--- src/rtl/tsq_arb_if.sv ---
// Bundle of queue read ports, the timestamp output stream and drain counters
// seen by the timestamp-queue arbiter.
interface tsq_arb_if #(
  parameter int CNT_W = 16
);
  logic             enable_in;
  logic [7:0]       rx_q_stat_in;
  logic [63:0]      rx_q_data_in;
  logic             rx_q_rd_en_out;
  logic [7:0]       tx_q_stat_in;
  logic [63:0]      tx_q_data_in;
  logic             tx_q_rd_en_out;
  logic             ts_valid_out;
  logic             ts_ready_in;
  logic             ts_src_out;
  logic [63:0]      ts_data_out;
  logic             cnt_clr_in;
  logic [CNT_W-1:0] rx_cnt_out;
  logic [CNT_W-1:0] tx_cnt_out;

  modport master (
    input  enable_in, rx_q_stat_in, rx_q_data_in, tx_q_stat_in, tx_q_data_in,
           ts_ready_in, cnt_clr_in,
    output rx_q_rd_en_out, tx_q_rd_en_out, ts_valid_out, ts_src_out,
           ts_data_out, rx_cnt_out, tx_cnt_out
  );

  modport slave (
    output enable_in, rx_q_stat_in, rx_q_data_in, tx_q_stat_in, tx_q_data_in,
           ts_ready_in, cnt_clr_in,
    input  rx_q_rd_en_out, tx_q_rd_en_out, ts_valid_out, ts_src_out,
           ts_data_out, rx_cnt_out, tx_cnt_out
  );
endinterface

--- src/rtl/tsq_arb.sv ---
// Round-robin drain of the RX/TX timestamp queues onto one valid/ready stream,
// with saturating per-source delivery counters.
module tsq_arb #(
  parameter int RD_LAT = 1,
  parameter int CNT_W  = 16
) (
  input  logic      clk,
  input  logic      rst,
  tsq_arb_if.master bus
);

  typedef enum logic [1:0] {S_IDLE, S_POP, S_WAIT, S_OUT} state_t;

  localparam logic [1:0] LAT_LAST = 2'(RD_LAT - 1);

  state_t      state_q, state_d;
  logic        grant_q, grant_d;
  logic        last_src_q, last_src_d;
  logic [1:0]  lat_q, lat_d;
  logic        valid_q, valid_d;
  logic        src_q, src_d;
  logic [63:0] data_q, data_d;

  logic rx_el, tx_el, pick, hs;

  assign rx_el = bus.enable_in && (bus.rx_q_stat_in != 8'd0);
  assign tx_el = bus.enable_in && (bus.tx_q_stat_in != 8'd0);
  // Tie goes to the source that did not win last; a lone requester always wins.
  assign pick  = (rx_el && tx_el) ? ~last_src_q : tx_el;
  assign hs    = valid_q && bus.ts_ready_in;

  always_comb begin
    state_d    = state_q;
    grant_d    = grant_q;
    last_src_d = last_src_q;
    lat_d      = lat_q;
    valid_d    = valid_q;
    src_d      = src_q;
    data_d     = data_q;
    unique case (state_q)
      S_IDLE: begin
        if (rx_el || tx_el) begin
          grant_d    = pick;
          last_src_d = pick;
          state_d    = S_POP;
        end
      end
      S_POP: begin
        lat_d   = 2'd0;
        state_d = S_WAIT;
      end
      S_WAIT: begin
        if (lat_q == LAT_LAST) begin
          valid_d = 1'b1;
          src_d   = grant_q;
          data_d  = grant_q ? bus.tx_q_data_in : bus.rx_q_data_in;
          state_d = S_OUT;
        end else begin
          lat_d = lat_q + 2'd1;
        end
      end
      S_OUT: begin
        if (bus.ts_ready_in) begin
          valid_d = 1'b0;
          state_d = S_IDLE;
        end
      end
      default: state_d = S_IDLE;
    endcase
  end

  always_ff @(posedge clk or posedge rst) begin
    if (rst) begin
      state_q    <= S_IDLE;
      grant_q    <= 1'b0;
      last_src_q <= 1'b1;
      lat_q      <= 2'd0;
      valid_q    <= 1'b0;
      src_q      <= 1'b0;
      data_q     <= 64'd0;
    end else begin
      state_q    <= state_d;
      grant_q    <= grant_d;
      last_src_q <= last_src_d;
      lat_q      <= lat_d;
      valid_q    <= valid_d;
      src_q      <= src_d;
      data_q     <= data_d;
    end
  end

  assign bus.rx_q_rd_en_out = (state_q == S_POP) && !grant_q;
  assign bus.tx_q_rd_en_out = (state_q == S_POP) &&  grant_q;
  assign bus.ts_valid_out   = valid_q;
  assign bus.ts_src_out     = src_q;
  assign bus.ts_data_out    = data_q;

  // Index 0 counts RX deliveries, index 1 counts TX; clear beats increment.
  for (genvar gi = 0; gi < 2; gi++) begin : g_cnt
    logic             inc;
    logic [CNT_W-1:0] cnt_q, cnt_d;

    assign inc = hs && (grant_q == 1'(gi));

    always_comb begin
      cnt_d = cnt_q;
      if (bus.cnt_clr_in) begin
        cnt_d = '0;
      end else if (inc && (cnt_q != '1)) begin
        cnt_d = cnt_q + CNT_W'(1);
      end
    end

    always_ff @(posedge clk or posedge rst) begin
      if (rst) begin
        cnt_q <= '0;
      end else begin
        cnt_q <= cnt_d;
      end
    end

    if (gi == 0) begin : g_rx
      assign bus.rx_cnt_out = cnt_q;
    end else begin : g_tx
      assign bus.tx_cnt_out = cnt_q;
    end
  end

endmodule
--- src/flat_wrapper.sv ---
// flat-port wrapper written by rule: the top's interface ports become plain ports
module tsq_arb_flat 
#(
  parameter int RD_LAT = 1,
  parameter int CNT_W  = 16
)
  (clk, rst, bus_enable_in, bus_rx_q_stat_in, bus_rx_q_data_in, bus_tx_q_stat_in, bus_tx_q_data_in, bus_ts_ready_in, bus_cnt_clr_in, bus_rx_q_rd_en_out, bus_tx_q_rd_en_out, bus_ts_valid_out, bus_ts_src_out, bus_ts_data_out, bus_rx_cnt_out, bus_tx_cnt_out);
  tsq_arb_if #(.CNT_W(CNT_W)) bus_i ();
  input  logic clk;
  input  logic rst;
  input wire logic [$bits(bus_i.enable_in)-1:0] bus_enable_in;
  input wire logic [$bits(bus_i.rx_q_stat_in)-1:0] bus_rx_q_stat_in;
  input wire logic [$bits(bus_i.rx_q_data_in)-1:0] bus_rx_q_data_in;
  input wire logic [$bits(bus_i.tx_q_stat_in)-1:0] bus_tx_q_stat_in;
  input wire logic [$bits(bus_i.tx_q_data_in)-1:0] bus_tx_q_data_in;
  input wire logic [$bits(bus_i.ts_ready_in)-1:0] bus_ts_ready_in;
  input wire logic [$bits(bus_i.cnt_clr_in)-1:0] bus_cnt_clr_in;
  output wire logic [$bits(bus_i.rx_q_rd_en_out)-1:0] bus_rx_q_rd_en_out;
  output wire logic [$bits(bus_i.tx_q_rd_en_out)-1:0] bus_tx_q_rd_en_out;
  output wire logic [$bits(bus_i.ts_valid_out)-1:0] bus_ts_valid_out;
  output wire logic [$bits(bus_i.ts_src_out)-1:0] bus_ts_src_out;
  output wire logic [$bits(bus_i.ts_data_out)-1:0] bus_ts_data_out;
  output wire logic [$bits(bus_i.rx_cnt_out)-1:0] bus_rx_cnt_out;
  output wire logic [$bits(bus_i.tx_cnt_out)-1:0] bus_tx_cnt_out;
  assign bus_i.enable_in = bus_enable_in;
  assign bus_i.rx_q_stat_in = bus_rx_q_stat_in;
  assign bus_i.rx_q_data_in = bus_rx_q_data_in;
  assign bus_i.tx_q_stat_in = bus_tx_q_stat_in;
  assign bus_i.tx_q_data_in = bus_tx_q_data_in;
  assign bus_i.ts_ready_in = bus_ts_ready_in;
  assign bus_i.cnt_clr_in = bus_cnt_clr_in;
  assign bus_rx_q_rd_en_out = bus_i.rx_q_rd_en_out;
  assign bus_tx_q_rd_en_out = bus_i.tx_q_rd_en_out;
  assign bus_ts_valid_out = bus_i.ts_valid_out;
  assign bus_ts_src_out = bus_i.ts_src_out;
  assign bus_ts_data_out = bus_i.ts_data_out;
  assign bus_rx_cnt_out = bus_i.rx_cnt_out;
  assign bus_tx_cnt_out = bus_i.tx_cnt_out;
  tsq_arb #(.RD_LAT(RD_LAT), .CNT_W(CNT_W)) u_core (.clk(clk), .rst(rst), .bus(bus_i));
endmodule
--- config.mk ---
export PLATFORM = sky130hd
export DESIGN_NAME = tsq_arb_flat
export DESIGN_NICKNAME = d
export VERILOG_FILES = /design/src/rtl/tsq_arb_if.sv /design/src/rtl/tsq_arb.sv /design/src/flat_wrapper.sv
export SDC_FILE = /design/constraint.sdc
export NUM_CORES = 1
export LEC_CHECK = 0
export ABC_AREA = 1
export CAP_MARGIN = 20
export CORE_ASPECT_RATIO = 0.6
export CORE_MARGIN = 10
export CORE_UTILIZATION = 38
export DETAILED_ROUTE_END_ITERATION = 8
export GPL_ROUTABILITY_DRIVEN = 0
export PLACE_DENSITY_LB_ADDON = 0.08
export SKIP_LAST_GASP = 1
export SLEW_MARGIN = 20
export SYNTH_ARGS = -nofsm -noshare
export SYNTH_HDL_FRONTEND = slang
export SYNTH_SLANG_ARGS = --single-unit
--- constraint.sdc ---
create_clock -name clk -period 3.2 [get_ports clk]
set_input_delay 0.64 -clock clk [delete_from_list [all_inputs] [get_ports clk]]
set_output_delay 0.64 -clock clk [all_outputs]
set_load 0.02 [all_outputs]
# --- Word level (Yosys, flattened, before mapping) ---
# Cells that the tools add are included.
word_totals:
  romBits: 0
  word_cells: 63
  memories: 0
  input_bits: 149
  mem_bits_rw: 0
  latch_bits: 0
  out_inout_bits: 100
  register_bits: 104
classes:
  multipliers: 0
  order_cmp: 0
  div_mod_pow: 0
  eq_ne: 9
  bitwise_logic: 2
  shifts: 0
  add_sub_neg: 3
  n_mux: 15
  reduce_logical: 25
ops:
  columns: ["cell", "n"]
  rows:
  - ["$mux 16", 4]
  - ["$mux 64", 1]
  - ["$add 16x1->16 const B", 2]
  - ["$ne 16x16->1 const B", 2]
  - ["$reduce_bool 8->1", 2]
  - ["$logic_and 1x1->1", 10]
  - ["$mux 2", 4]
  - ["$pmux 2 s4", 1]
  - ["$reduce_bool 2->1", 4]
  - ["$reduce_and 2->1", 3]
  - ["$reduce_and 3->1", 2]
  - ["$eq 2x2->1 const B", 2]
  - ["$logic_not 2->1", 2]
  - ["$ne 2x1->1 const B", 2]
  - ["$ne 2x2->1 const B", 2]
  - ["$pmux 2 s2", 1]
  - ["$mux 1", 3]
  - ["$add 2x1->2 const B", 1]
  - ["$eq 2x1->1 const B", 1]
  - ["$not 1->1", 2]
  - ["$pmux 1 s2", 1]
  - ["$logic_not 1->1", 1]
  - ["$logic_or 1x1->1", 1]

# --- Longest topological paths before layout ---
depth:
  depth_word: 5
  mapped_depth: 10
  ltp_nobuf: 9

# --- Worst setup path after synthesis ---
# Ideal clock, no wire load.
synth_path:
  path_type: "reg2out"
  start: "register u_core.grant_q"
  end: "output port bus_rx_q_rd_en_out"
  arrival_time_ns: 0.980
  path_slack_ns: 1.580
  n_path_buf: 2
  required_ns: 2.560
  path_stages_with_launch: 4
  cell_sequence: "dfrtp_1 -> buf_2 -> clkbuf_1 -> nor2_1"
synth_between:
  elab_chain_cells: 2
synth_rtl:
  columns: ["item", "line_no", "source"]
  rows:
  - ["start: declaration", "tsq_arb.sv:17", "logic grant_q, grant_d;"]
  - ["start signal: assignment", "tsq_arb.sv:83", "grant_q <= grant_d;"]
  - ["$logic_not 1->1", "tsq_arb.sv:92", "assign bus.rx_q_rd_en_out = (state_q == S_POP) && !grant_q;"]
  - ["$logic_and 1x1->1", "tsq_arb.sv:92", null]
  - ["end: declaration", "flat_wrapper.sv:18", "output wire logic [$bits(bus_i.rx_q_rd_en_out)-1:0] bus_rx_q_rd_en_out;"]
# No other way between the ends.

# --- Final worst setup path ---
layout_path:
  start: "register u_core.state_q[1]"
  end: "output port bus_rx_q_rd_en_out"
layout_between:
  elab_chain_cells: 2
layout_rtl:
  columns: ["item", "line_no", "source"]
  rows:
  - ["start: declaration", "tsq_arb.sv:16", "state_t state_q, state_d;"]
  - ["start signal: assignment", "tsq_arb.sv:82", "state_q <= state_d;"]
  - ["$eq 2x1->1", "tsq_arb.sv:92", null]
  - ["$logic_and 1x1->1", "tsq_arb.sv:92", null]
# No other way between the ends.

==> run summary <==
Status -> completed
#FFs+latches synth -> 104
WL/cell -> 17.43 um
WP data required -> 2.56 ns
Global Route Usage Sum -> 19.86%
Critical Path Sink Type -> output port
Min-Delay Path Class -> reg2reg
Vias in the first global route -> 5947
Worst-skew pair later-pin latency -> 0.34 ns
CTS tree -> done
Synth unique cells -> 22
DRT iter0 DRCs -> 263
Area grow syn2layout -> 54.33%
Core area -> 0.01379 mm2
Slew @ Worst Pin -> 0.7716 ns
CTS sink cnt -> 104
Routed WL -> 19960 um
Die Span Y -> 112.4 um
Die area -> 0.01955 mm2
Fmax -> 409.2 MHz
Pwr Density -> 802.6 mW/mm2
ANT nets after route -> 0
Max-slew violation count -> 0
Post-CTS sizing -> 0
VDD IR-drop max -> 0.0004880 V
Crit path launch type -> register
Via density -> 5.030
Initial Utilization -> 39.19%
Clk_skew -> 0.004839 ns
Hold Buf Count CTS -> 0
I/O pins -> 249
Period utilization -> 76.36%
Die width -> 174.0 um
Syn Std Cell Area -> 0.005405 mm2
RSZ-0062 raised after global routing -> no
Max-slew headroom -> 48.56%
Mapped Cells -> 717
Minimum clock period after layout -> 2.444 ns
Initial antenna violation count -> 1
DRC Markers -> 0
Setup Crit Path Kind -> reg2out
Congestion Overflow GR -> 0
Initial DRT Pass Iterations -> 5
Ratio of cells with drive above 1 in the final layout -> 4.097%
Lkg Pwr -> 3.514 nW
Core Rows -> 33
Mapped Avg Cell Area -> 7.539 um2
Highest net fanout along the worst path -> 4
Setup TNS -> 0 ns
Worst EP arrival -> 1.80 ns
Nets -> 1104
Hold Path Depth -> 2
Global-route wire length before repair -> 31820 um
Endpoints failing hold -> 0
WHS -> 0.4749 ns
Top cell type by total area after synthesis -> dfrtp_1
Root Driver -> clkbuf_16
Worst reg-to-reg path cell count -> 9
Clk slew on worst S/H paths -> 0.07 ns
Port-buffer cells -> 248
H-tree Lvls -> 3
Syn Nets -> 873
Postcts setup bufs -> 0
Synth top area share -> 47.69%
Clock Path Buffers -> 2
Vias -> 5759
Largest net degree at the start of global routing -> 68
Post-DP HPWL -> 15000 um
Max Cap Violations -> 0
Synth area leaders -> dfrtp_1, nand2_1, a21oi_1
TritonCTS Buffers -> 9
Synth Warn # -> 0
Final setup viols -> 0
Sequential-to-total area share from yosys stat -> 48.17%
## layout by cell type, fill, tap and decap left out, drive strengths merged
| cell | instances |
|---|---|
| diode | 1 |
| clkbuf | 10 |
| nand3b | 4 |
| bufinv | 1 |
| a21oi | 129 |
| nand2 | 198 |
| o21ai | 11 |
| buf | 8 |
| nand4 | 22 |
| ha | 7 |
| inv | 32 |
| clkdlybuf4s50 | 248 |
| xor2 | 10 |
| nand3 | 31 |
| clkinvlp | 4 |
| or2 | 3 |
| dfstp | 1 |
| clkinv | 1 |
| dfrtp | 103 |
| o21bai | 7 |
| nor2 | 122 |
## flip-flops by register name, indices dropped and copies added (netlist names)
signal                   count
u_core.bus.rx_cnt_out       16
u_core.bus.ts_data_out      64
u_core.bus.ts_src_out        1
u_core.bus.ts_valid_out      1
u_core.bus.tx_cnt_out       16
u_core.grant_q               1
u_core.last_src_q            1
u_core.lat_q                 2
u_core.state_q               2
## metal layers
metal,routed length [um],track usage (%)
met1,8193,23.41
met2,9782,34.21
met3,1644,6.995
met4,342,4.651
met5,0,0
## report_power, final
part,switching (mW),leakage (nW),internal [mW]
sequential,0.285,1.26,1.80
clock,0.494,0.137,0.623
combinational,2.05,2.12,1.44
## critical path: stages (launching register included)
cell and delay [ns]:
dfrtp_1 0.42, inv_1 0.10, ha_1 0.17, inv_1 0.06, nor2_1 0.09, clkdlybuf4s50_1 0.63
## synth_stat cells
cell type,instances
o21bai_1,7
ha_1,7
nand2_1,198
buf_2,12
dfstp_2,1
nor2_2,4
xor2_1,10
a21oi_1,129
clkbuf_1,19
nor2_1,115
dfrtp_1,103
inv_1,32
nand3b_1,4
nor2_8,1
o21ai_0,11
or2_2,3
nand4_1,22
buf_6,2
nand3_1,31
nor2_4,2
inv_2,1
buf_1,3
## metrics by stage
stage	worst slack [ns]	power [mW]	cell area, um2	utilization (%)	std cells
5_1_grt	0.6509	7.148	8342	60.49	1145
3_5_place_dp	0.7489	5.628	8043	58.32	1129
6_report	0.7565	6.695	8342	60.49	1145
3_3_place_gp	0.8678	5.528	8043	58.32	1129
2_1_floorplan	1.315	4.015	5409	-	717
4_1_cts	0.7321	6.771	8339	60.47	1144
## area by class of cell
type / instances / area [um2]
clock inverters: 5 / 57.56
multi-input cells: 544 / 2515
fillers: 1240 / 5449
well taps: 192 / 240.2
inverters: 33 / 127.6
clock buffers: 10 / 239.0
diodes: 1 / 2.502
repair buffers: 256 / 2555
flip-flops and latches: 104 / 2605
## worst paths after layout
check                                                     start                                    end  slack [ns]
max in group asynchronous                                   rst             u_core.grant_q$_DFFE_PP0P_        1.74
min                               u_core.last_src_q$_DFFE_PP1P_          u_core.last_src_q$_DFFE_PP1P_        0.47
min in group asynchronous                                   rst  u_core.bus.tx_cnt_out[15]$_DFFE_PP0P_        0.86
max reg2reg                u_core.bus.tx_cnt_out[0]$_DFFE_PP0P_   u_core.bus.tx_cnt_out[2]$_DFFE_PP0P_        1.18
min reg2reg                       u_core.last_src_q$_DFFE_PP1P_          u_core.last_src_q$_DFFE_PP1P_        0.47
max                               u_core.state_q[1]$_DFFE_PP0P_                     bus_rx_q_rd_en_out        0.76
## kinds of logic (layout without fill, tap and decap cells)
kind of cell    Yosys count  in the layout  share of synthesized area [%]
buf+inv                  69            304                          5.347
xor+xnor                 10             10                          1.620
flops                   104            104                          48.17
fa+ha+maj                 7              7                          1.620
other cells               0              1                              0
simple gates            380            380                          29.31
compound gates          147            147                          13.94
Note: power is estimated with default switching activity, not from simulation.
